File: config.mk
export PLATFORM = sky130hd
export DESIGN_NAME = spi_fifo_drain_flat
export DESIGN_NICKNAME = d
export VERILOG_FILES = /design/src/rtl/spi_fifo_drain_if.sv /design/src/rtl/spi_fifo_drain.sv /design/src/flat_wrapper.sv
export SDC_FILE = /design/constraint.sdc
export NUM_CORES = 1
export LEC_CHECK = 0
export CORE_ASPECT_RATIO = 1.75
export CORE_UTILIZATION = 50
export CTS_CLUSTER_SIZE = 40
export DETAILED_ROUTE_END_ITERATION = 12
export HOLD_SLACK_MARGIN = 0.03
export PLACE_DENSITY = 0.75
export SLEW_MARGIN = 20
export SYNTH_ARGS = -nofsm -noshare
export SYNTH_HDL_FRONTEND = slang
export SYNTH_SLANG_ARGS = --single-unit
File: constraint.sdc
create_clock -name clk -period 2.1 [get_ports clk]
set_input_delay 0.42 -clock clk [delete_from_list [all_inputs] [get_ports clk]]
set_output_delay 0.42 -clock clk [all_outputs]
set_load 0.05 [all_outputs]
File: src/rtl/spi_fifo_drain_if.sv
// Bus bundle between the SPI FIFO drain slave and its surroundings:
// the SPI pins, the FIFO read port and the received-byte side channel.
interface spi_fifo_drain_if;
    logic        spi_sck;
    logic        spi_ss;
    logic        spi_mosi;
    logic        spi_miso;
    logic [7:0]  fifo_rdata;
    logic        fifo_rempty;
    logic        fifo_rinc;
    logic [7:0]  rx_data;
    logic        rx_valid;
    logic        underrun;
    logic [15:0] byte_count;

    modport slave (
        input  spi_sck, spi_ss, spi_mosi, fifo_rdata, fifo_rempty,
        output spi_miso, fifo_rinc, rx_data, rx_valid, underrun, byte_count
    );

    modport master (
        output spi_sck, spi_ss, spi_mosi, fifo_rdata, fifo_rempty,
        input  spi_miso, fifo_rinc, rx_data, rx_valid, underrun, byte_count
    );
endinterface

File: src/rtl/spi_fifo_drain.sv
// SPI mode-0 slave: oversamples SCK/SS/MOSI, shifts FIFO bytes out on MISO
// (FILL_BYTE on underrun), deserialises MOSI and counts completed bytes.
module spi_fifo_drain #(
    parameter logic [7:0] FILL_BYTE   = 8'h00,
    parameter int         SYNC_STAGES = 2
) (
    input  logic             clk,
    input  logic             rst,
    spi_fifo_drain_if.slave  bus
);

    typedef enum logic [0:0] {
        ST_IDLE   = 1'b0,
        ST_ACTIVE = 1'b1
    } state_t;

    logic [SYNC_STAGES-1:0] r_sck_sync;
    logic [SYNC_STAGES-1:0] r_ss_sync;
    logic [SYNC_STAGES-1:0] r_mosi_sync;
    logic [SYNC_STAGES:0]   r_fill;
    logic                   r_sck_d;
    logic                   r_ss_d;

    state_t      r_state;
    logic [7:0]  r_tx_shift;
    logic [7:0]  r_rx_shift;
    logic [2:0]  r_bit_cnt;
    logic        r_load_pending;
    logic [7:0]  r_rx_data;
    logic        r_rx_valid;
    logic        r_underrun;
    logic        r_rinc;
    logic [15:0] r_byte_count;
    logic        r_miso;

    state_t      w_state_nxt;
    logic [7:0]  w_tx_nxt;
    logic [7:0]  w_rx_shift_nxt;
    logic [2:0]  w_bit_cnt_nxt;
    logic        w_load_pending_nxt;
    logic [7:0]  w_rx_data_nxt;
    logic        w_rx_valid_nxt;
    logic        w_underrun_nxt;
    logic        w_rinc_nxt;
    logic [15:0] w_byte_count_nxt;
    logic        w_load_req;

    logic w_sck_s, w_ss_s, w_mosi_s;
    logic w_sck_rise, w_sck_fall, w_ss_fall, w_ss_rise;

    assign w_sck_s  = r_sck_sync[SYNC_STAGES-1];
    assign w_ss_s   = r_ss_sync[SYNC_STAGES-1];
    assign w_mosi_s = r_mosi_sync[SYNC_STAGES-1];

    assign w_sck_rise = w_sck_s & ~r_sck_d;
    assign w_sck_fall = ~w_sck_s & r_sck_d;
    assign w_ss_rise  = w_ss_s & ~r_ss_d;
    // r_fill gates out the fake SS fall seen while the chain flushes its reset value
    assign w_ss_fall  = ~w_ss_s & r_ss_d & r_fill[SYNC_STAGES];

    // Pin synchronisers, edge-detect delay and post-reset flush tracker
    always_ff @(posedge clk or posedge rst) begin
        if (rst) begin
            r_sck_sync  <= '0;
            r_ss_sync   <= '1;
            r_mosi_sync <= '0;
            r_fill      <= '0;
            r_sck_d     <= 1'b0;
            r_ss_d      <= 1'b1;
        end else begin
            r_sck_sync  <= {r_sck_sync[SYNC_STAGES-2:0], bus.spi_sck};
            r_ss_sync   <= {r_ss_sync[SYNC_STAGES-2:0], bus.spi_ss};
            r_mosi_sync <= {r_mosi_sync[SYNC_STAGES-2:0], bus.spi_mosi};
            r_fill      <= {r_fill[SYNC_STAGES-1:0], 1'b1};
            r_sck_d     <= w_sck_s;
            r_ss_d      <= w_ss_s;
        end
    end

    // FSM state and datapath registers
    always_ff @(posedge clk or posedge rst) begin
        if (rst) begin
            r_state        <= ST_IDLE;
            r_tx_shift     <= 8'h00;
            r_rx_shift     <= 8'h00;
            r_bit_cnt      <= 3'd0;
            r_load_pending <= 1'b0;
            r_rx_data      <= 8'h00;
            r_rx_valid     <= 1'b0;
            r_underrun     <= 1'b0;
            r_rinc         <= 1'b0;
            r_byte_count   <= 16'h0000;
            r_miso         <= 1'b0;
        end else begin
            r_state        <= w_state_nxt;
            r_tx_shift     <= w_tx_nxt;
            r_rx_shift     <= w_rx_shift_nxt;
            r_bit_cnt      <= w_bit_cnt_nxt;
            r_load_pending <= w_load_pending_nxt;
            r_rx_data      <= w_rx_data_nxt;
            r_rx_valid     <= w_rx_valid_nxt;
            r_underrun     <= w_underrun_nxt;
            r_rinc         <= w_rinc_nxt;
            r_byte_count   <= w_byte_count_nxt;
            r_miso         <= (w_state_nxt == ST_ACTIVE) ? w_tx_nxt[7] : 1'b0;
        end
    end

    // Next-state, shift and load decisions
    always_comb begin
        w_state_nxt        = r_state;
        w_tx_nxt           = r_tx_shift;
        w_rx_shift_nxt     = r_rx_shift;
        w_bit_cnt_nxt      = r_bit_cnt;
        w_load_pending_nxt = r_load_pending;
        w_rx_data_nxt      = r_rx_data;
        w_rx_valid_nxt     = 1'b0;
        w_byte_count_nxt   = r_byte_count;
        w_underrun_nxt     = 1'b0;
        w_rinc_nxt         = 1'b0;
        w_load_req         = 1'b0;

        case (r_state)
            ST_IDLE: begin
                if (w_ss_fall) begin
                    w_state_nxt        = ST_ACTIVE;
                    w_load_req         = 1'b1;
                    w_byte_count_nxt   = 16'h0000;
                    w_bit_cnt_nxt      = 3'd0;
                    w_load_pending_nxt = 1'b0;
                end else begin
                    w_state_nxt = ST_IDLE;
                end
            end
            ST_ACTIVE: begin
                if (w_ss_rise) begin
                    w_state_nxt        = ST_IDLE;
                    w_bit_cnt_nxt      = 3'd0;
                    w_load_pending_nxt = 1'b0;
                end else if (w_sck_rise) begin
                    w_rx_shift_nxt = {r_rx_shift[6:0], w_mosi_s};
                    w_bit_cnt_nxt  = r_bit_cnt + 3'd1;
                    if (r_bit_cnt == 3'd7) begin
                        w_rx_data_nxt      = {r_rx_shift[6:0], w_mosi_s};
                        w_rx_valid_nxt     = 1'b1;
                        w_load_pending_nxt = 1'b1;
                        w_byte_count_nxt   = (r_byte_count != 16'hFFFF) ?
                                             r_byte_count + 16'd1 : r_byte_count;
                    end else begin
                        w_rx_valid_nxt = 1'b0;
                    end
                end else if (w_sck_fall) begin
                    if (r_load_pending) begin
                        w_load_req         = 1'b1;
                        w_load_pending_nxt = 1'b0;
                    end else begin
                        w_tx_nxt = {r_tx_shift[6:0], 1'b0};
                    end
                end else begin
                    w_state_nxt = ST_ACTIVE;
                end
            end
            default: begin
                w_state_nxt = ST_IDLE;
            end
        endcase

        if (w_load_req) begin
            if (!bus.fifo_rempty) begin
                w_tx_nxt   = bus.fifo_rdata;
                w_rinc_nxt = 1'b1;
            end else begin
                w_tx_nxt       = FILL_BYTE;
                w_underrun_nxt = 1'b1;
            end
        end else begin
            w_rinc_nxt = 1'b0;
        end
    end

    assign bus.spi_miso   = r_miso;
    assign bus.fifo_rinc  = r_rinc;
    assign bus.rx_data    = r_rx_data;
    assign bus.rx_valid   = r_rx_valid;
    assign bus.underrun   = r_underrun;
    assign bus.byte_count = r_byte_count;

endmodule
File: src/flat_wrapper.sv
// flat-port wrapper written by rule: the top's interface ports become plain ports
module spi_fifo_drain_flat 
#(
    parameter logic [7:0] FILL_BYTE   = 8'h00,
    parameter int         SYNC_STAGES = 2
)
  (clk, rst, bus_spi_sck, bus_spi_ss, bus_spi_mosi, bus_fifo_rdata, bus_fifo_rempty, bus_spi_miso, bus_fifo_rinc, bus_rx_data, bus_rx_valid, bus_underrun, bus_byte_count);
  spi_fifo_drain_if bus_i ();
  input  logic clk;
  input  logic rst;
  input wire logic [$bits(bus_i.spi_sck)-1:0] bus_spi_sck;
  input wire logic [$bits(bus_i.spi_ss)-1:0] bus_spi_ss;
  input wire logic [$bits(bus_i.spi_mosi)-1:0] bus_spi_mosi;
  input wire logic [$bits(bus_i.fifo_rdata)-1:0] bus_fifo_rdata;
  input wire logic [$bits(bus_i.fifo_rempty)-1:0] bus_fifo_rempty;
  output wire logic [$bits(bus_i.spi_miso)-1:0] bus_spi_miso;
  output wire logic [$bits(bus_i.fifo_rinc)-1:0] bus_fifo_rinc;
  output wire logic [$bits(bus_i.rx_data)-1:0] bus_rx_data;
  output wire logic [$bits(bus_i.rx_valid)-1:0] bus_rx_valid;
  output wire logic [$bits(bus_i.underrun)-1:0] bus_underrun;
  output wire logic [$bits(bus_i.byte_count)-1:0] bus_byte_count;
  assign bus_i.spi_sck = bus_spi_sck;
  assign bus_i.spi_ss = bus_spi_ss;
  assign bus_i.spi_mosi = bus_spi_mosi;
  assign bus_i.fifo_rdata = bus_fifo_rdata;
  assign bus_i.fifo_rempty = bus_fifo_rempty;
  assign bus_spi_miso = bus_i.spi_miso;
  assign bus_fifo_rinc = bus_i.fifo_rinc;
  assign bus_rx_data = bus_i.rx_data;
  assign bus_rx_valid = bus_i.rx_valid;
  assign bus_underrun = bus_i.underrun;
  assign bus_byte_count = bus_i.byte_count;
  spi_fifo_drain #(.FILL_BYTE(FILL_BYTE), .SYNC_STAGES(SYNC_STAGES)) u_core (.clk(clk), .rst(rst), .bus(bus_i));
endmodule
; ---- Yosys cells after proc, flatten, opt, wreduce, memory -nomap -nowiden
; Index checks and enable logic that the tools add are counted.
; W data, S select, Z words.
[op_classes]
n_eq_ne = 13
n_lt_le_gt_ge = 0
add_sub_neg = 2
div = 0
mul = 0
n_shift = 0
n_bitwise = 11
mux = 40
n_reduce_logical = 8
[ops]
columns = cell, n
row1 = $mux W16, 5
row2 = $mux W8, 7
row3 = $pmux W16 S2, 1
row4 = $mux W1, 20
row5 = $add A16 B1 Y16 const B, 1
row6 = $ne A16 B16 Y1 const B, 1
row7 = $ne A2 B2 Y1 const B, 5
row8 = $reduce_and A5 Y1, 2
row9 = $mux W3, 3
row10 = $ne A4 B4 Y1 const B, 2
row11 = $ne A2 B1 Y1 const B, 3
row12 = $not A1 Y1, 6
row13 = $pmux W1 S2, 3
row14 = $pmux W3 S2, 1
row15 = $reduce_and A3 Y1, 2
row16 = $and A1 B1 Y1, 5
row17 = $reduce_and A4 Y1, 1
row18 = $reduce_bool A2 Y1, 2
row19 = $add A3 B1 Y3 const B, 1
row20 = $eq A3 B3 Y1 const B, 1
row21 = $ne A3 B3 Y1 const B, 1
row22 = $reduce_and A2 Y1, 1
[word_totals]
in_bits = 14
output_inout_bits = 28
register_bits = 59
mem_bits_ro = 0
latchBits = 0
elab_cells = 92
ram_bits = 0
mem_count = 0

; ---- Longest topological paths before layout
[depth]
word_depth = 8
mapped_depth = 7
ltp_nobuf = 6

; ---- Worst setup path before layout
; OpenSTA, ideal clock, no wires.
[synth_path]
kind = flip-flop to flip-flop
from = register u_core.r_byte_count[0], in the netlist u_core.bus.byte_count[0]
to = register u_core.r_byte_count[6], in the netlist u_core.bus.byte_count[6]
required_time_ns = 2.023
arrival_time_ns = 1.942
setup_ns = 0.077
path_stages_with_launch = 7
path_buffers = 1
path_slack_ns = 0.081
period_less_slack_ns = 2.019
cell_sequence = dfrtp_1 ha_1 and3_4 nand4_2 buf_6 or4_1 a21oi_1
[synth_via]
elab_chain_len = 6
word_cells_on_any_way = 9
cone_classes = add/sub (1) / eq/ne (2) / mux (5) / reduce/logical (1)
[synth_rtl]
columns = item, line
row1 = from (decl), spi_fifo_drain.sv:33  ; logic [15:0] r_byte_count;
row2 = from (signal assigned), spi_fifo_drain.sv:104  ; r_byte_count <= w_byte_count_nxt;
row3 = $add A16 B1 Y16, spi_fifo_drain.sv:148  ; r_byte_count + 16'd1 : r_byte_count;
row4 = $mux W16, spi_fifo_drain.sv:147  ; w_byte_count_nxt = (r_byte_count != 16'hFFFF) ?
row5 = $mux W16, spi_fifo_drain.sv:143  ; if (r_bit_cnt == 3'd7) begin
row6 = $mux W16, spi_fifo_drain.sv:140  ; end else if (w_sck_rise) begin
row7 = $mux W16, spi_fifo_drain.sv:136  ; if (w_ss_rise) begin
row8 = $pmux W16 S2, spi_fifo_drain.sv:123  ; case (r_state)
; Parallel ways exist; a longest one is shown, timed or not. The select of a mux whose other input is x is not followed.
; A chain may end at the register's enable or synchronous reset.

; ---- Worst setup path after layout
[layout_path]
from = register u_core.r_byte_count[5], in the netlist u_core.bus.byte_count[5]
to = output port bus_byte_count[5]
[layout_lines]
columns = item, line
row1 = to (decl), flat_wrapper.sv:21  ; output wire logic [$bits(bus_i.byte_count)-1:0] bus_byte_count;
; No word-level cell between the ends.

==> reports/qor.yml <==
routing:
  drtPass1Iterations: 11
  via_per_inst: 5.750
  dr.first_iter.drc_count: 128
  drc: 4
  drt-total-wl_mm: 5.196
  wl_per_cell_um: 14.60
  via_count: 2047
  antenna_left: 0
timing:
  hold_viol: 0
  finClkSkew_ns: 0.007472
  worst_pin_slew_ns: 0.5134
  holdWs_ns: 0.3528
  min_period_ns: 2.023
  fmax_mhz: 494.3
  finalWorstSetupSlack_ns: 0.07689
  rsz0062_at_grt: "false"
  final.setup.tns_ns: 0
  slew_viol_final: 0
  fin_crit_sh_pct: 96.34
  slew-limit-headroom_pct: 65.61
  final-setup-viol-count: 0
clock_network:
  insertion_delay_ns: 0.33
  clk_pin_slew_worst_paths_ns: 0.06
  cts_buffer_depth: 2
  cts_tree: "done"
  cts_sinks: 59
  hold_buffers: 0
  cts_root_buf: "clkbuf_8"
  cts_buffers: 9
  cts-htree-levels: 3
power_and_ir_drop:
  power.leakage_nw: 1.561
  power_per_cell_area_mw_per_mm2: 793.1
  ir_worst_vdd_mv: 0.6921
finish:
  multi_input_area_mm2: 0.001155
  finalNetCount: 313
  fin_cells: 356
  antennaDiodeCount: 0
  syn2layout_area_growth_pct: 25.83
  drive_gt1_share_pct: 16.94
  nFillCells: 416
  seqCellArea_mm2: 0.001480
global_route:
  grt_pass1_vias: 1997
  grt_pass1_wl_mm: 9.059
  grt_start_max_net_pins: 35
  antenna_found_initial: 0
  gr-total-overflow: 0
  grt_usage_pct: 20.54
hold_path:
  hp-class: "reg -> reg"
run_status:
  violations: "design-rule violations"
  status: "finished, violations left"
critical_path:
  cp.arrival_ns: 1.60
  crit_path_end_kind: "output pin"
  cp_max_fo: 7
  critical-path-top-delay-family: "buffers and inverters"
  cp.required_ns: 1.68
  cp_slowest_cell: "clkdlybuf4s50_1"
  worst-setup-path-type: "reg -> out"
  start_kind: "flop"
  cp_cell_sequence: "clkdlybuf4s50_1"
  crit_path_max_incr_delay_ns: 0.84
  critPathBufInv: 1
logic_synthesis:
  synthFlopType: "dfrtp_1"
  synthesis.nets: 265
  ys_ff_latch: 59
  ys_async_sr_fraction_pct: 100.0
  ys_warn_count: 0
  synth_area_mm2: 0.002718
  synth_edf_count: 0
  syn_inst: 248
  synth_cell_types: 54
  syn_area_per_cell_um2: 10.96
  ys_seq_area_share_pct: 54.47
placed_design:
  dpl.hpwl_mm: 3.784
  gp_congestion: 0.7663
  portBuffers: 41
  dp_slack_ns: 0.07606
  dp.cells: 340
run:
  drv_cap: 0
floorplan:
  die_y_um: 99.53
  fp.dieW_um: 57.73
  pin_count: 42
  rows: 35
  die_area_mm2: 0.005746
  core-area_mm2: 0.005255
  initial_core_util_pct: 51.71
==> Yosys cell counts (all sizes together), types with 4 or more instances <==
library cell / count / area (µm²)
o31ai: 4 / 30.03
buf: 7 / 60.05
mux2i: 7 / 70.07
nand3: 4 / 20.02
inv: 5 / 18.77
nand2b: 5 / 38.78
and3: 5 / 37.54
a21oi: 7 / 35.03
and4: 5 / 47.55
nand4: 6 / 43.79
mux2: 9 / 101.4
dfrtp: 56 / 1401
nand2: 46 / 172.7
nor4: 6 / 37.54
nor2: 8 / 30.03
nor3: 6 / 40.04
or4: 4 / 30.03
o21ai: 8 / 40.04
==> cell type report <==
class | count | share of cell area [%]
flip-flops and latches | 59 | 43.29
multi-input cells | 174 | 33.77
repair buffers | 47 | 13.76
clock buffers | 10 | 4.025
clock inverters | 6 | 2.598
well taps | 55 | 2.012
inverters | 5 | 0.5488
==> per-layer routing <==
metal  wire length (µm)  global-route usage (%)  share of wire [%]
met1               2083                   23.54                 40
met2               2924                   36.49                 56
met3                115                   4.421                2.2
met4                 72                   8.242                1.4
met5                  0                       0                  0
==> cell families after synthesis <==
| group | after synthesis | share of synthesized area [%] |
|---|---|---|
| buffers and inverters | 15 | 3.315 |
| adders and majority gates | 3 | 1.381 |
| and+or+nand+nor | 108 | 22.10 |
| DFF | 59 | 54.47 |
| muxes | 16 | 6.308 |
| other | 1 | 0.1380 |
| AOI/OAI and AO/OA | 46 | 12.29 |
==> registers in the layout (all words and copies together), names as in the netlist, 2 cells and up <==
signal	count
u_core.r_bit_cnt	3
u_core.r_mosi_sync	2
u_core.bus.rx_data	8
u_core.r_ss_sync	2
u_core.r_fill	3
u_core.r_sck_sync	2
u_core.r_tx_shift	8
u_core.bus.byte_count	16
u_core.r_rx_shift	7
==> where the power goes <==
part | internal (mW) | total (mW) | switching, mW
sequential | 1.24 | 1.31 | 0.0708
clock | 0.699 | 1.14 | 0.437
combinational | 0.126 | 0.268 | 0.143
==> final timing paths <==
path,start,end,slack (ns),cells past startpoint
setup / recovery,u_core.bus.byte_count[5]$_DFFE_PP0P_,bus_byte_count[5],0.08,1
max in group asynchronous,rst,u_core.r_ss_sync[1]$_DFF_PP1_,1.15,3
hold / removal,u_core.r_mosi_sync[0]$_DFF_PP0_,u_core.r_mosi_sync[1]$_DFF_PP0_,0.35,0
min in group asynchronous,rst,u_core.r_tx_shift[5]$_DFFE_PP0P_,0.39,2
setup reg to reg,u_core.r_bit_cnt[0]$_DFFE_PP0P_,u_core.bus.byte_count[8]$_DFFE_PP0P_,0.18,6
hold reg to reg,u_core.r_mosi_sync[0]$_DFF_PP0_,u_core.r_mosi_sync[1]$_DFF_PP0_,0.35,0
==> timing repair <==
item                                    4_1_cts  5_1_grt
gates resized for setup                       0        2
endpoints found under the setup margin        0        3
setup buffers                                 0        0
==> through the flow <==
stage / area, µm² / power (mW) / utilization [%]
after detailed placement: 3189 / 1.601 / 60.69
after global routing: 3420 / 2.832 / 65.07
after global placement: 3189 / 1.586 / 60.69
after CTS: 3416 / 2.744 / 65.00
after floorplan: 2718 / 1.501 / -
final: 3420 / 2.712 / 65.07
==> cell usage in the layout (no fill, tap or decap), types with 5 or more instances in the layout <==
cell | synthesis | layout
clkdlybuf4s50_1 | 0 | 40
nand4_1 | 5 | 5
o21ai_0 | 8 | 8
mux2i_1 | 7 | 7
mux2_2 | 9 | 9
clkbuf_8 | 0 | 10
buf_4 | 0 | 5
a21oi_1 | 7 | 7
nor2_1 | 8 | 8
dfrtp_1 | 56 | 56
nand2_1 | 46 | 46
nor4_1 | 6 | 6
No activity file was read; power rests on OpenSTA's default activity.
